File: config.mk
export PLATFORM = sky130hd
export DESIGN_NAME = mem_access_stage_flat
export DESIGN_NICKNAME = d
export VERILOG_FILES = /design/src/rtl/mem_access_stage_pkg.sv /design/src/rtl/mem_access_stage_if.sv /design/src/rtl/mem_access_stage_byte_lane.sv /design/src/rtl/mem_access_stage.sv /design/src/flat_wrapper.sv
export SDC_FILE = /design/constraint.sdc
export NUM_CORES = 1
export LEC_CHECK = 0
export ABC_AREA = 1
export BUFFER_PORTS_ARGS = -buffer_cell sky130_fd_sc_hd__buf_2
export CAP_MARGIN = 20
export CORE_AREA = 3 3 123 125
export CTS_CLUSTER_SIZE = 28
export DETAILED_ROUTE_END_ITERATION = 6
export DIE_AREA = 0 0 126 128
export GPL_TIMING_DRIVEN = 0
export PLACE_DENSITY_LB_ADDON = 0.12
export RECOVER_POWER = 100
export SYNTH_ARGS = -nofsm -noshare
export SYNTH_HDL_FRONTEND = slang
export SYNTH_SLANG_ARGS = --single-unit
File: constraint.sdc
create_clock -name clk -period 2.3 [get_ports clk]
set_clock_uncertainty 0.05 [all_clocks]
set_input_delay 0 -clock clk [delete_from_list [all_inputs] [get_ports clk]]
set_output_delay 0 -clock clk [all_outputs]
set_load 0.01 [all_outputs]
File: src/rtl/mem_access_stage_pkg.sv
// mips_pkg: definitions shared by the MEM stage.
//   M_MEMWRITE / M_MEMREAD / M_BRANCH : bit positions inside the M control field
//   mem_state_t                       : memory access FSM states
//   is_memop()                        : true when the M field requests a data-memory access
// No ports; imported by the stage top and the byte lane unit.
package mips_pkg;

    localparam int M_MEMWRITE = 0;
    localparam int M_MEMREAD  = 1;
    localparam int M_BRANCH   = 2;

    typedef enum logic {
        IDLE = 1'b0,
        WAIT = 1'b1
    } mem_state_t;

    function automatic logic is_memop(input logic mem_write, input logic mem_read);
        return mem_write | mem_read;
    endfunction

endpackage

File: src/rtl/mem_access_stage_if.sv
// mem_access_stage_if: data-memory port of the MEM stage (req/ack handshake).
//   mem_req   : request, held until mem_ack
//   mem_we    : 1 = write
//   mem_addr  : word-aligned byte address
//   mem_wdata : write data
//   mem_be    : byte enables
//   mem_ack   : access complete, mem_rdata valid in the same cycle
//   mem_rdata : read data
// master = pipeline stage, slave = memory.
interface mem_access_stage_if #(
    parameter int SIZE = 32
);
    logic            mem_req;
    logic            mem_we;
    logic [SIZE-1:0] mem_addr;
    logic [SIZE-1:0] mem_wdata;
    logic [3:0]      mem_be;
    logic            mem_ack;
    logic [SIZE-1:0] mem_rdata;

    modport master (
        output mem_req, mem_we, mem_addr, mem_wdata, mem_be,
        input  mem_ack, mem_rdata
    );

    modport slave (
        input  mem_req, mem_we, mem_addr, mem_wdata, mem_be,
        output mem_ack, mem_rdata
    );
endinterface

File: src/rtl/mem_access_stage_byte_lane.sv
// byte_lane_unit: combinational lane handling for word / byte accesses (little endian).
//   is_byte   in  : 1 = SB/LB, 0 = SW/LW
//   byte_off  in  : alu_in[1:0], byte position inside the word
//   wdata     in  : store data (rt)
//   rdata     in  : raw memory read data
//   be        out : byte enables
//   wdata_out out : store data, low byte replicated on every lane for SB
//   rdata_out out : load data, selected byte extended for LB
// Build option: MEM_BYTE_SIGNEXT_EN defined -> LB sign-extends, otherwise zero-extends.
module byte_lane_unit #(
    parameter int SIZE = 32
) (
    input  logic            is_byte,
    input  logic [1:0]      byte_off,
    input  logic [SIZE-1:0] wdata,
    input  logic [SIZE-1:0] rdata,
    output logic [3:0]      be,
    output logic [SIZE-1:0] wdata_out,
    output logic [SIZE-1:0] rdata_out
);
    logic [7:0] rbyte;

    always_comb begin
        be        = 4'b1111;
        wdata_out = wdata;
        rdata_out = rdata;
        rbyte     = rdata[8*byte_off +: 8];
        if (is_byte) begin
            be        = 4'b0001 << byte_off;
            wdata_out = {(SIZE/8){wdata[7:0]}};
`ifdef MEM_BYTE_SIGNEXT_EN
            rdata_out = {{(SIZE-8){rbyte[7]}}, rbyte};
`else
            rdata_out = {{(SIZE-8){1'b0}}, rbyte};
`endif
        end
    end
endmodule

File: src/rtl/mem_access_stage.sv
// mem_access_stage: MEM stage of the 5-stage MIPS32 pipeline.
// Drives the data-memory port from the EX/MEM register, resolves branches and
// registers results into MEM/WB. stall is raised while an access is outstanding.
// Ports:
//   clk, rst_n          clock, async active-low reset
//   WB_in, M_in         control from EX/MEM (M: [0]=MemWrite [1]=MemRead [2]=Branch)
//   zero_in, alu_in     ALU zero flag / ALU result (memory byte address)
//   wdata_in            store data
//   btarget_in          branch target
//   AWriteReg_in        destination register
//   is_byte_in          1 = byte access
//   mem_bus             data-memory port (master side)
//   stall               hold upstream pipeline
//   PCSrc, btarget_out  branch decision / target (combinational)
//   WB_out, rdata_out, alu_out, AWriteReg_out   MEM/WB register
// Build option: MEM_BYTE_SIGNEXT_EN (LB sign extension, see byte_lane_unit).
//
// state | meaning
// IDLE  | no access outstanding; a memop issues mem_req this cycle
// WAIT  | access issued, waiting for mem_ack; mem_* held stable
module mem_access_stage
    import mips_pkg::*;
#(
    parameter int SIZE      = 32,
    parameter int ADDR_SIZE = 5,
    parameter int S_WB      = 2,
    parameter int S_M       = 3
) (
    input  logic                 clk,
    input  logic                 rst_n,
    input  logic [S_WB-1:0]      WB_in,
    input  logic [S_M-1:0]       M_in,
    input  logic                 zero_in,
    input  logic [SIZE-1:0]      alu_in,
    input  logic [SIZE-1:0]      wdata_in,
    input  logic [SIZE-1:0]      btarget_in,
    input  logic [ADDR_SIZE-1:0] AWriteReg_in,
    input  logic                 is_byte_in,
    mem_access_stage_if.master   mem_bus,
    output logic                 stall,
    output logic                 PCSrc,
    output logic [SIZE-1:0]      btarget_out,
    output logic [S_WB-1:0]      WB_out,
    output logic [SIZE-1:0]      rdata_out,
    output logic [SIZE-1:0]      alu_out,
    output logic [ADDR_SIZE-1:0] AWriteReg_out
);
    mem_state_t      state, state_nxt;
    logic            memop;
    logic            req_c;
    logic            read_done;
    logic [SIZE-1:0] load_data;

    assign memop = is_memop(M_in[M_MEMWRITE], M_in[M_MEMREAD]);

    always_ff @(posedge clk or negedge rst_n) begin
        if (!rst_n) state <= IDLE;
        else        state <= state_nxt;
    end

    always_comb begin
        state_nxt = state;
        req_c     = 1'b0;
        case (state)
            IDLE: begin
                req_c = memop;
                if (memop && !mem_bus.mem_ack) state_nxt = WAIT;
            end
            WAIT: begin
                req_c = 1'b1;
                if (mem_bus.mem_ack) state_nxt = IDLE;
            end
            default: state_nxt = IDLE;
        endcase
    end

    // Gating with rst_n drops the request the moment reset is applied,
    // not just at the next edge.
    assign mem_bus.mem_req  = req_c & rst_n;
    // Write wins when both MemWrite and MemRead are set.
    assign mem_bus.mem_we   = M_in[M_MEMWRITE];
    assign mem_bus.mem_addr = {alu_in[SIZE-1:2], 2'b00};

    byte_lane_unit #(.SIZE(SIZE)) u_lane (
        .is_byte   (is_byte_in),
        .byte_off  (alu_in[1:0]),
        .wdata     (wdata_in),
        .rdata     (mem_bus.mem_rdata),
        .be        (mem_bus.mem_be),
        .wdata_out (mem_bus.mem_wdata),
        .rdata_out (load_data)
    );

    assign stall     = mem_bus.mem_req & ~mem_bus.mem_ack;
    assign read_done = mem_bus.mem_req & mem_bus.mem_ack
                     & ~M_in[M_MEMWRITE] & M_in[M_MEMREAD];

    assign PCSrc       = M_in[M_BRANCH] & zero_in;
    assign btarget_out = btarget_in;

    always_ff @(posedge clk or negedge rst_n) begin
        if (!rst_n) begin
            WB_out        <= '0;
            rdata_out     <= '0;
            alu_out       <= '0;
            AWriteReg_out <= '0;
        end else if (stall) begin
            // Bubble into WB so the stalled instruction retires only once.
            WB_out <= '0;
        end else begin
            WB_out        <= WB_in;
            alu_out       <= alu_in;
            AWriteReg_out <= AWriteReg_in;
            if (read_done) rdata_out <= load_data;
        end
    end
endmodule

File: src/flat_wrapper.sv
// flat-port wrapper written by rule: the top's interface ports become plain ports
module mem_access_stage_flat import mips_pkg::*;
#(
    parameter int SIZE      = 32,
    parameter int ADDR_SIZE = 5,
    parameter int S_WB      = 2,
    parameter int S_M       = 3
)
  (clk, rst_n, WB_in, M_in, zero_in, alu_in, wdata_in, btarget_in, AWriteReg_in, is_byte_in, stall, PCSrc, btarget_out, WB_out, rdata_out, alu_out, AWriteReg_out, mem_bus_mem_req, mem_bus_mem_we, mem_bus_mem_addr, mem_bus_mem_wdata, mem_bus_mem_be, mem_bus_mem_ack, mem_bus_mem_rdata);
  mem_access_stage_if #(.SIZE(SIZE)) mem_bus_i ();
  input  logic clk;
  input  logic rst_n;
  input  logic [S_WB-1:0] WB_in;
  input  logic [S_M-1:0] M_in;
  input  logic zero_in;
  input  logic [SIZE-1:0] alu_in;
  input  logic [SIZE-1:0] wdata_in;
  input  logic [SIZE-1:0] btarget_in;
  input  logic [ADDR_SIZE-1:0] AWriteReg_in;
  input  logic is_byte_in;
  output logic stall;
  output logic PCSrc;
  output logic [SIZE-1:0] btarget_out;
  output logic [S_WB-1:0] WB_out;
  output logic [SIZE-1:0] rdata_out;
  output logic [SIZE-1:0] alu_out;
  output logic [ADDR_SIZE-1:0] AWriteReg_out;
  output wire logic [$bits(mem_bus_i.mem_req)-1:0] mem_bus_mem_req;
  output wire logic [$bits(mem_bus_i.mem_we)-1:0] mem_bus_mem_we;
  output wire logic [$bits(mem_bus_i.mem_addr)-1:0] mem_bus_mem_addr;
  output wire logic [$bits(mem_bus_i.mem_wdata)-1:0] mem_bus_mem_wdata;
  output wire logic [$bits(mem_bus_i.mem_be)-1:0] mem_bus_mem_be;
  input wire logic [$bits(mem_bus_i.mem_ack)-1:0] mem_bus_mem_ack;
  input wire logic [$bits(mem_bus_i.mem_rdata)-1:0] mem_bus_mem_rdata;
  assign mem_bus_mem_req = mem_bus_i.mem_req;
  assign mem_bus_mem_we = mem_bus_i.mem_we;
  assign mem_bus_mem_addr = mem_bus_i.mem_addr;
  assign mem_bus_mem_wdata = mem_bus_i.mem_wdata;
  assign mem_bus_mem_be = mem_bus_i.mem_be;
  assign mem_bus_i.mem_ack = mem_bus_mem_ack;
  assign mem_bus_i.mem_rdata = mem_bus_mem_rdata;
  mem_access_stage #(.SIZE(SIZE), .ADDR_SIZE(ADDR_SIZE), .S_WB(S_WB), .S_M(S_M)) u_core (.clk(clk), .rst_n(rst_n), .WB_in(WB_in), .M_in(M_in), .zero_in(zero_in), .alu_in(alu_in), .wdata_in(wdata_in), .btarget_in(btarget_in), .AWriteReg_in(AWriteReg_in), .is_byte_in(is_byte_in), .mem_bus(mem_bus_i), .stall(stall), .PCSrc(PCSrc), .btarget_out(btarget_out), .WB_out(WB_out), .rdata_out(rdata_out), .alu_out(alu_out), .AWriteReg_out(AWriteReg_out));
endmodule
After elaboration in Yosys (flattened, before gate mapping)
Cells that the tools add are included.
{"block": "word_totals", "reg_bits": 72, "inputBits": 143, "output_inout_bits": 175, "wordCells": 29}
{"block": "classes", "shifts": 2, "muxes": 8, "bitwise": 11, "n_reduce_logical": 3}
{"op": "$mux 32", "count": 2}
{"op": "$shiftx 32x6->8", "count": 1}
{"op": "$and 1x1->1", "count": 6}
{"op": "$mux 4", "count": 1}
{"op": "$not 1->1", "count": 4}
{"op": "$pmux 1 s2", "count": 2}
{"op": "$shl 1x2->4 const A", "count": 1}
{"op": "$mux 1", "count": 2}
{"op": "$mux 2", "count": 1}
{"op": "$reduce_and 2->1", "count": 1}
{"op": "$logic_and 1x1->1", "count": 1}
{"op": "$logic_not 1->1", "count": 1}
{"op": "$or 1x1->1", "count": 1}

Depth between registers and ports, before layout
Gate-level depths: netlist (run 1).
{"block": "logic_depth", "word_depth": 7, "depth_mapped": 8}

Modules after synthesis
A second synthesis (run 1) with hierarchy kept.
{"block": "hier_totals", "hier_cells": 569, "area_unflattened_um2": 4244.1}
{"module": "mem_access_stage", "n_inst": 1, "cells_each": 384, "area_per_inst_um2": 3388.2}
{"module": "byte_lane_unit", "n_inst": 1, "cells_each": 185, "area_per_inst_um2": 855.8}

Least setup slack after synthesis (run 1)
Ideal clock, no wire load.
{"block": "synth_path", "path_type": "register -> register", "start": "register u_core.state", "end": "register u_core.AWriteReg_out[0]", "setup_ps": 117, "arrival_ps": 1058, "required_ps": 2133, "path_slack_ps": 1075, "path_stages_with_launch": 9, "synth_period_minus_slack_ps": 1225, "cell_sequence": "dfrtp_1 nor2_1 a21oi_2 nand2_1 inv_2 buf_4 buf_6 nand2_1 nand2_1"}
{"block": "synth_between", "elab_chain_len": 4}
{"element": "start, declared", "line": "mem_access_stage.sv:48", "rtl": "mem_state_t state, state_nxt;"}
{"element": "start signal, assigned", "line": "mem_access_stage.sv:58", "rtl": "else state <= state_nxt;"}
{"element": "$not 1->1"}
{"element": "$pmux 1 s2 *", "line": "mem_access_stage.sv:64", "rtl": "case (state)"}
{"element": "$and 1x1->1 *", "line": "mem_access_stage.sv:79", "rtl": "assign mem_bus.mem_req = req_c & rst_n;"}
{"element": "$and 1x1->1 *", "line": "mem_access_stage.sv:94", "rtl": "assign stall = mem_bus.mem_req & ~mem_bus.mem_ack;"}
{"element": "end signal, assigned", "line": "mem_access_stage.sv:113", "rtl": "AWriteReg_out <= AWriteReg_in;"}
{"element": "end, declared", "line": "mem_access_stage.sv:46", "rtl": "output logic [ADDR_SIZE-1:0] AWriteReg_out"}
Every way passes the cells marked *; elsewhere a longest branch is shown, timed or not.
A chain may end at the register's enable or synchronous reset.

Worst setup path after layout (run 1)
{"block": "layout_path", "start": "input port rst_n", "end": "register u_core.rdata_out[6]"}
{"block": "layout_between", "elab_chain_len": 5, "word_cells_on_any_way": 7, "classes_between": "6 x bitwise; 1 x reduce/logical"}
{"element": "start, declared", "line": "flat_wrapper.sv:12", "rtl": "input logic rst_n;"}
{"element": "$and 1x1->1 *", "line": "mem_access_stage.sv:79"}
{"element": "$and 1x1->1", "line": "mem_access_stage.sv:95", "rtl": "assign read_done = mem_bus.mem_req & mem_bus.mem_ack"}
{"element": "$and 1x1->1 (2 in series)", "line": "mem_access_stage.sv:96", "rtl": "& ~M_in[M_MEMWRITE] & M_in[M_MEMREAD];"}
{"element": "$reduce_and 2->1 (no line) *"}
{"element": "end signal, assigned", "line": "mem_access_stage.sv:114", "rtl": "if (read_done) rdata_out <= load_data;"}
{"element": "end, declared", "line": "mem_access_stage.sv:44", "rtl": "output logic [SIZE-1:0] rdata_out,"}
Marks and branches as above.

==> key figures, run 1 <==
Power
  • Peak supply drop: 337.8 uV
  • Pleak: 3.419 nW
  • P per Cell Area: 617.4 nW/um^2
  • Power Total: 0.003973 W

Worst hold path
  • Hold Crit Start: is_byte_in
  • Worst Hold Class: input pin to register
  • Worst Hold Path EP: u_core.rdata_out[2]
  • Hold path cells: 3

Clock network
  • CTS tree: yes
  • Clock sinks: 72
  • Clock Latency Late Sink: 0.33 ns
  • CTS Buf Count: 9
  • Post_cts resized: 0
  • Worst-case clock buffer depth: 2
  • Clk root buf: clkbuf_16
  • H-Tree Depth: 3
  • Reg clk slew, reported paths: 0.06 ns

Synthesis
  • Yosys cell types: 19
  • Syn avg cell area: 7.742 um^2
  • Synth area leader: dfrtp_1
  • Synthesized instance count: 512
  • Netlist Area Pre-Place: 3964 um^2
  • Sequential area share after synthesis: 45.45%
  • YS warnings: 0
  • Ranking of synthesized cells by area: dfrtp_1 (45%), nand2_1 (16%), buf_4 (14%)
  • Yosys reg bits: 72
  • Yosys top cell area share: 45.45%

Die
  • Row Count: 43
  • IO Count: 318
  • Die W: 126 um
  • Core area: 13990 um^2
  • Die ar.: 16130 um^2
  • Die Y: 128 um
  • Starting density of the core: 28.34%

Critical path
  • Critical path cell sequence: dlygate4sd3_1 > buf_4 > buf_16 > nand4_2 > clkbuf_1 > a21oi_1 > a21oi_1
  • Startpoint Class: input pin
  • Worst R2R Setup Slack: 0.61 ns
  • Largest stage delay, worst path: 0.53 ns
  • Max stage delay cell, worst path: dlygate4sd3_1
  • Crit Path Category: input pin to register
  • Reg2Reg Depth: 7
  • CP Data Arrival Time: 2.22 ns
  • Most frequent CP cell: a21oi_1
  • Crit Path Max Fanout: 43
  • Reg-to-reg startpoint: u_core.state
  • Critical Path End Type: register
  • Reg2reg end: u_core.alu_out[9]
  • Worst endpoint required time: 2.47 ns

Cells and area
  • Leading cell type in the layout, fill and taps excluded: clkbuf_1
  • Most frequent cells in the layout: clkbuf_1 (186), nand2_1 (165), buf_2 (114)
  • Synthesis-to-finish area growth: 62.37%
  • Nets: 1022
  • # fillers: 1528
  • Layout cell share with drive strength beyond 1: 23.76%
  • Non-Filler Instances: 1064
  • # diodes: 0

Global routing
  • GR Overflow Total: 0
  • First-pass GRT wire length: 22.91 mm
  • Initial antenna violation count: 0
  • Largest net degree at the start of global routing: 44
  • GRT Overall Usage: 17.60%
  • Number of global-route vias before repair: 4531

Route
  • Routed wire per std cell: 13.75 um
  • Vias post-DR: 4535
  • DR pass1 iterations: 4
  • DR WL met2: 7.304 mm
  • Top layer reached by signal wires: met4
  • DR iter-0 viols: 168
  • Routed vias/inst: 4.262
  • DR WL met3: 1.147 mm
  • Wl on met1: 5.941 mm
  • Routed WL: 14.63 mm
  • Post-route ant nets: 0
  • Residual DRC count: 0

STA
  • Fin. Hold Viols: 0
  • Final setup fails: 0
  • Worst-Margin Slew: 1.114 ns
  • Slew Limit Fails: 0
  • Tcrit/Tclk final: 88.73%
  • Minimum clock period: 2.041 ns
  • FMAX: 490.0 MHz
  • RSZ-0062 raised after global routing: false
  • Slew HR: 24.96%

Place
  • GP Congestion: 0.8769
  • Final HPWL DP: 11.30 mm
  • IO Port Bufs: 281
  • Placed Instances: 975

Flow run
  • Max cap viols: 0

Status
  • Status: finished, final reports clean
[layer usage]
metal | vias to the layer above | track usage (%)
met4 | 0 | 5.868
li1 | 2251 | -
met2 | 220 | 31.08
met3 | 21 | 4.125
met1 | 2043 | 21.14
met5 | - | 0
[what timing repair did]
item,in CTS,in global routing
buffers inserted,0,0
setup endpoints to repair,0,0
hold endpoints to repair,142,0
hold buffers,73,0
[flip-flops by register name (all words and copies together), names as in the netlist]
signal	cells
u_core.alu_out	32
u_core.state	1
u_core.WB_out	2
u_core.rdata_out	32
u_core.AWriteReg_out	5
[synth_stat cells]
cell type  instances
clkinv_1           2
conb_1             1
clkbuf_1          13
a21oi_1           16
buf_6              2
a21oi_2            1
buf_2              6
o31ai_1           24
buf_4             76
nand2_1          165
inv_1             70
o21ai_2            1
nand4_2            1
dfrtp_1           72
o21ai_0           27
inv_2              1
buf_1              1
nand3_1           32
nor2_1             1
[stage by stage]
step	worst slack [ns]	hold WS, ns	utilization, %	setup TNS [ns]	cell area [um^2]
after detailed placement	0.3801	-0.05960	40.24	0	5629
after global placement	-0.4356	0.1358	40.03	-20.57	5599
after global routing	0.02723	0.1106	46.01	0	6436
after CTS	0.1943	0.06138	47.74	0	6678
after floorplan	1.075	-0.3456	-	0	3968
final	0.2592	0.06851	46.01	0	6436
[worst max-delay path by stage]
stage	startpoint	endpoint	cells past startpoint
after floorplan	u_core.state	u_core.AWriteReg_out[0]	8
after global placement	rst_n	u_core.rdata_out[7]	5
after detailed placement	rst_n	u_core.rdata_out[6]	6
after CTS	rst_n	u_core.rdata_out[6]	7
after global routing	rst_n	u_core.rdata_out[5]	8
final	rst_n	u_core.rdata_out[6]	7
[where the power goes]
group	internal [W]	switching (W)
logic	0.000448	0.000553
clock network	0.000928	0.000541
registers	0.00142	0.0000849
[cells by family (layout without fill, tap and decap cells)]
logic type,after synthesis,count (layout),synth area share [%]
AND/OR/NAND/NOR,199,199,20.08
buffers and inverters,171,542,23.96
AO/OA/AOI/OAI,69,69,10.42
flip-flops,72,72,45.45
other,1,2,0.09461
[worst max-delay path: cells and delay by family]
family / cells / cell delay (ns)
AOI/OAI and AO/OA: 2 / 0.28
buffers and inverters: 4 / 1.57
and+or+nand+nor: 1 / 0.33
[layout make-up]
class / instances / area [um^2] / area share [%]
clock inverters: 4 / 51.30 / 0.7970
well taps: 180 / 225.2 / 3.499
flip-flops and latches: 72 / 1802 / 27.99
inverters: 73 / 274.0 / 4.257
plain buffers: 98 / 651.9 / 10.13
repair buffers: 355 / 1957 / 30.40
multi-input cells: 270 / 1209 / 18.78
clock buffers: 12 / 266.5 / 4.141
No activity file was read; power rests on OpenSTA's default activity.
==> inputs of run 2 (changes only) <==
--- a/config.mk
+++ b/config.mk
@@ -8,2 +8,3 @@
 export ABC_AREA = 1
+export ABC_CLOCK_PERIOD_IN_PS = 2300
 export BUFFER_PORTS_ARGS = -buffer_cell sky130_fd_sc_hd__buf_2
==> constraint.sdc (replaced) <==
create_clock -name clk -period 2.3 [get_ports clk]
set_clock_uncertainty 0.05 [all_clocks]
set_input_delay 0.46 -clock clk [delete_from_list [all_inputs] [get_ports clk]]
set_output_delay 0.46 -clock clk [all_outputs]
set_load 0.01 [all_outputs]
==> run 2 against run 1 <==
The run now ends with max-slew violations left. Sequential share of layout area grew 3.5 points. Worst hold slack worse by 0.039 ns. Register-to-register slack got worse by 0.16 ns. Cell count down 6.8%. Combinational power is 9.9% lower. Clock-buffer cell count unchanged. Fmax fell by 1.6%. Core utilization down 5.2 points. Sequential power about the same. Final area is 11% lower. Critical path depth shrank 1. Highest routed layer is now met5.
==> key figures, run 2 (synthesis gave the netlist of run 1 again) <==
Global routing
  • First-pass GRT wire length: 21.39 mm
  • GRT Overall Usage: 16.55%
  • GR Overflow Total: 0
  • Largest net degree at the start of global routing: 44
  • Initial antenna violation count: 1
  • Number of global-route vias before repair: 4133

STA
  • Final setup fails: 0
  • Slew Limit Fails: 32
  • Tcrit/Tclk final: 90.17%
  • Minimum clock period: 2.074 ns
  • PnR worst setup slack: 0.2261 ns
  • FMAX: 482.2 MHz
  • Min Hold Slack: 0.02908 ns
  • RSZ-0062 raised after global routing: false
  • Slew HR: -0.03244%
  • Setup TNS: 0 ns
  • Worst-Margin Slew: 1.500 ns
  • Fin. Hold Viols: 0

Cells and area
  • Biggest regs: u_core.alu_out: 32 flops, u_core.rdata_out: 32 flops, u_core.AWriteReg_out: 5 flops
  • Nets: 950
  • Layout cell share with drive strength beyond 1: 25.99%
  • Leading cell type in the layout, fill and taps excluded: clkbuf_1
  • Most frequent cells in the layout: clkbuf_1 (185), nand2_1 (165), buf_2 (118)
  • # diodes: 0
  • Synthesis-to-finish area growth: 44.19%
  • Non-Filler Instances: 992

Status
  • Failing checks: max-slew violations
  • Status: finished, violations left

Die
  • Starting density of the core: 28.34%
  • Row Count: 43
  • Die W: 126 um
  • Die Y: 128 um
  • Core area: 13990 um^2
  • Die ar.: 16130 um^2
  • IO Count: 318

Clock network
  • Worst-case clock buffer depth: 2
  • Reg clk slew, reported paths: 0.05 ns
  • H-Tree Depth: 3
  • Clk root buf: clkbuf_16
  • CTS tree: yes
  • Clock sinks: 72
  • CTS Buf Count: 9
  • Clock Latency Late Sink: 0.33 ns

Critical path
  • CP Data Arrival Time: 1.56 ns
  • Crit Path Max Fanout: 10
  • Critical Path End Type: output pin
  • Worst endpoint required time: 1.79 ns
  • Reg2Reg Depth: 8
  • Crit Path Category: register to output pin
  • Startpoint Class: register

Route
  • Wl on met1: 5.765 mm
  • Post-route ant nets: 0
  • Routed WL: 13.91 mm
  • DR iter-0 viols: 162
  • Residual DRC count: 0
  • Vias post-DR: 4229
  • DR pass1 iterations: 5
  • Routed vias/inst: 4.263
  • Top layer reached by signal wires: met5
  • DR WL met2: 6.649 mm
  • Routed wire per std cell: 14.02 um
  • DR WL met3: 1.235 mm

Place
  • Placed Instances: 975
  • Post-place setup slack: -0.1052 ns
  • IO Port Bufs: 281
  • GP Congestion: 0.8769
  • Final HPWL DP: 11.30 mm

Power
  • Pleak: 3.117 nW
  • Peak supply drop: 337.5 uV
  • P per Cell Area: 678.2 nW/um^2
  • Power Total: 0.003876 W

Flow run
  • Max cap viols: 0

Worst hold path
  • Worst Hold Class: input pin to async pin
[run 2: changes by cell type in the layout (fill, tap and decap cells not counted), moves of 2 or more]
cell           delta
dlygate4sd3_1    -73
clkbuf_2          -2
buf_2             +4
buf_4             -2
[run 2: layout make-up]
cell class,instances,area [um^2]
clock buffers,12,266.5
well taps,180,225.2
repair buffers,283,1242
multi-input cells,270,1206
plain buffers,98,648.1
flip-flops and latches,72,1802
fillers,1592,8273
inverters,73,274.0
clock inverters,4,51.30
[run 2: repair_timing]
item                                    4_1_cts  5_1_grt
gates resized for setup                       1        0
endpoints found under the setup margin        1        0
setup buffers                                 0        0
hold buffers                                  1        0
hold endpoints to repair                     32        0
[run 2: power breakdown]
| group | switching, W | total [W] | leakage (nW) | internal (W) |
|---|---|---|---|---|
| clock network | 0.000544 | 0.00147 | 0.155 | 0.000928 |
| registers | 0.0000841 | 0.00150 | 0.879 | 0.00142 |
| logic | 0.000533 | 0.000901 | 2.08 | 0.000368 |
[run 2: final timing paths]
kind / from / endpoint / slack [ns]
setup / recovery: u_core.state / stall / 0.23
hold / removal: rst_n / u_core.alu_out[11] / 0.03
setup reg to reg: u_core.state / u_core.AWriteReg_out[1] / 0.45
hold reg to reg: u_core.alu_out[3] / u_core.alu_out[3] / 0.42
max in group asynchronous: rst_n / u_core.rdata_out[0] / 0.60
min in group clk: WB_in[0] / u_core.WB_out[0] / 0.26
[run 2: worst max-delay path, stage by stage (launching register included)]
cell and delay (ns):
dfrtp_1 0.36, nor2_1 0.13, a21oi_1 0.10, nand2_1 0.16, clkinv_1 0.10, clkbuf_2 0.20, buf_2 0.18
[run 2: per-layer routing]
metal | vias to the layer above | global-route usage (%)
li1 | 2104 | -
met1 | 1900 | 20.15
met2 | 201 | 27.79
met3 | 22 | 5.125
met4 | 2 | 5.868
met5 | - | 0
[run 2: stage by stage]
step | instance area [um^2] | util, %
floorplan | 3968 | -
global placement | 5599 | 40.03
detailed placement | 5629 | 40.24
CTS | 5971 | 42.68
global route | 5715 | 40.86
finish | 5715 | 40.86
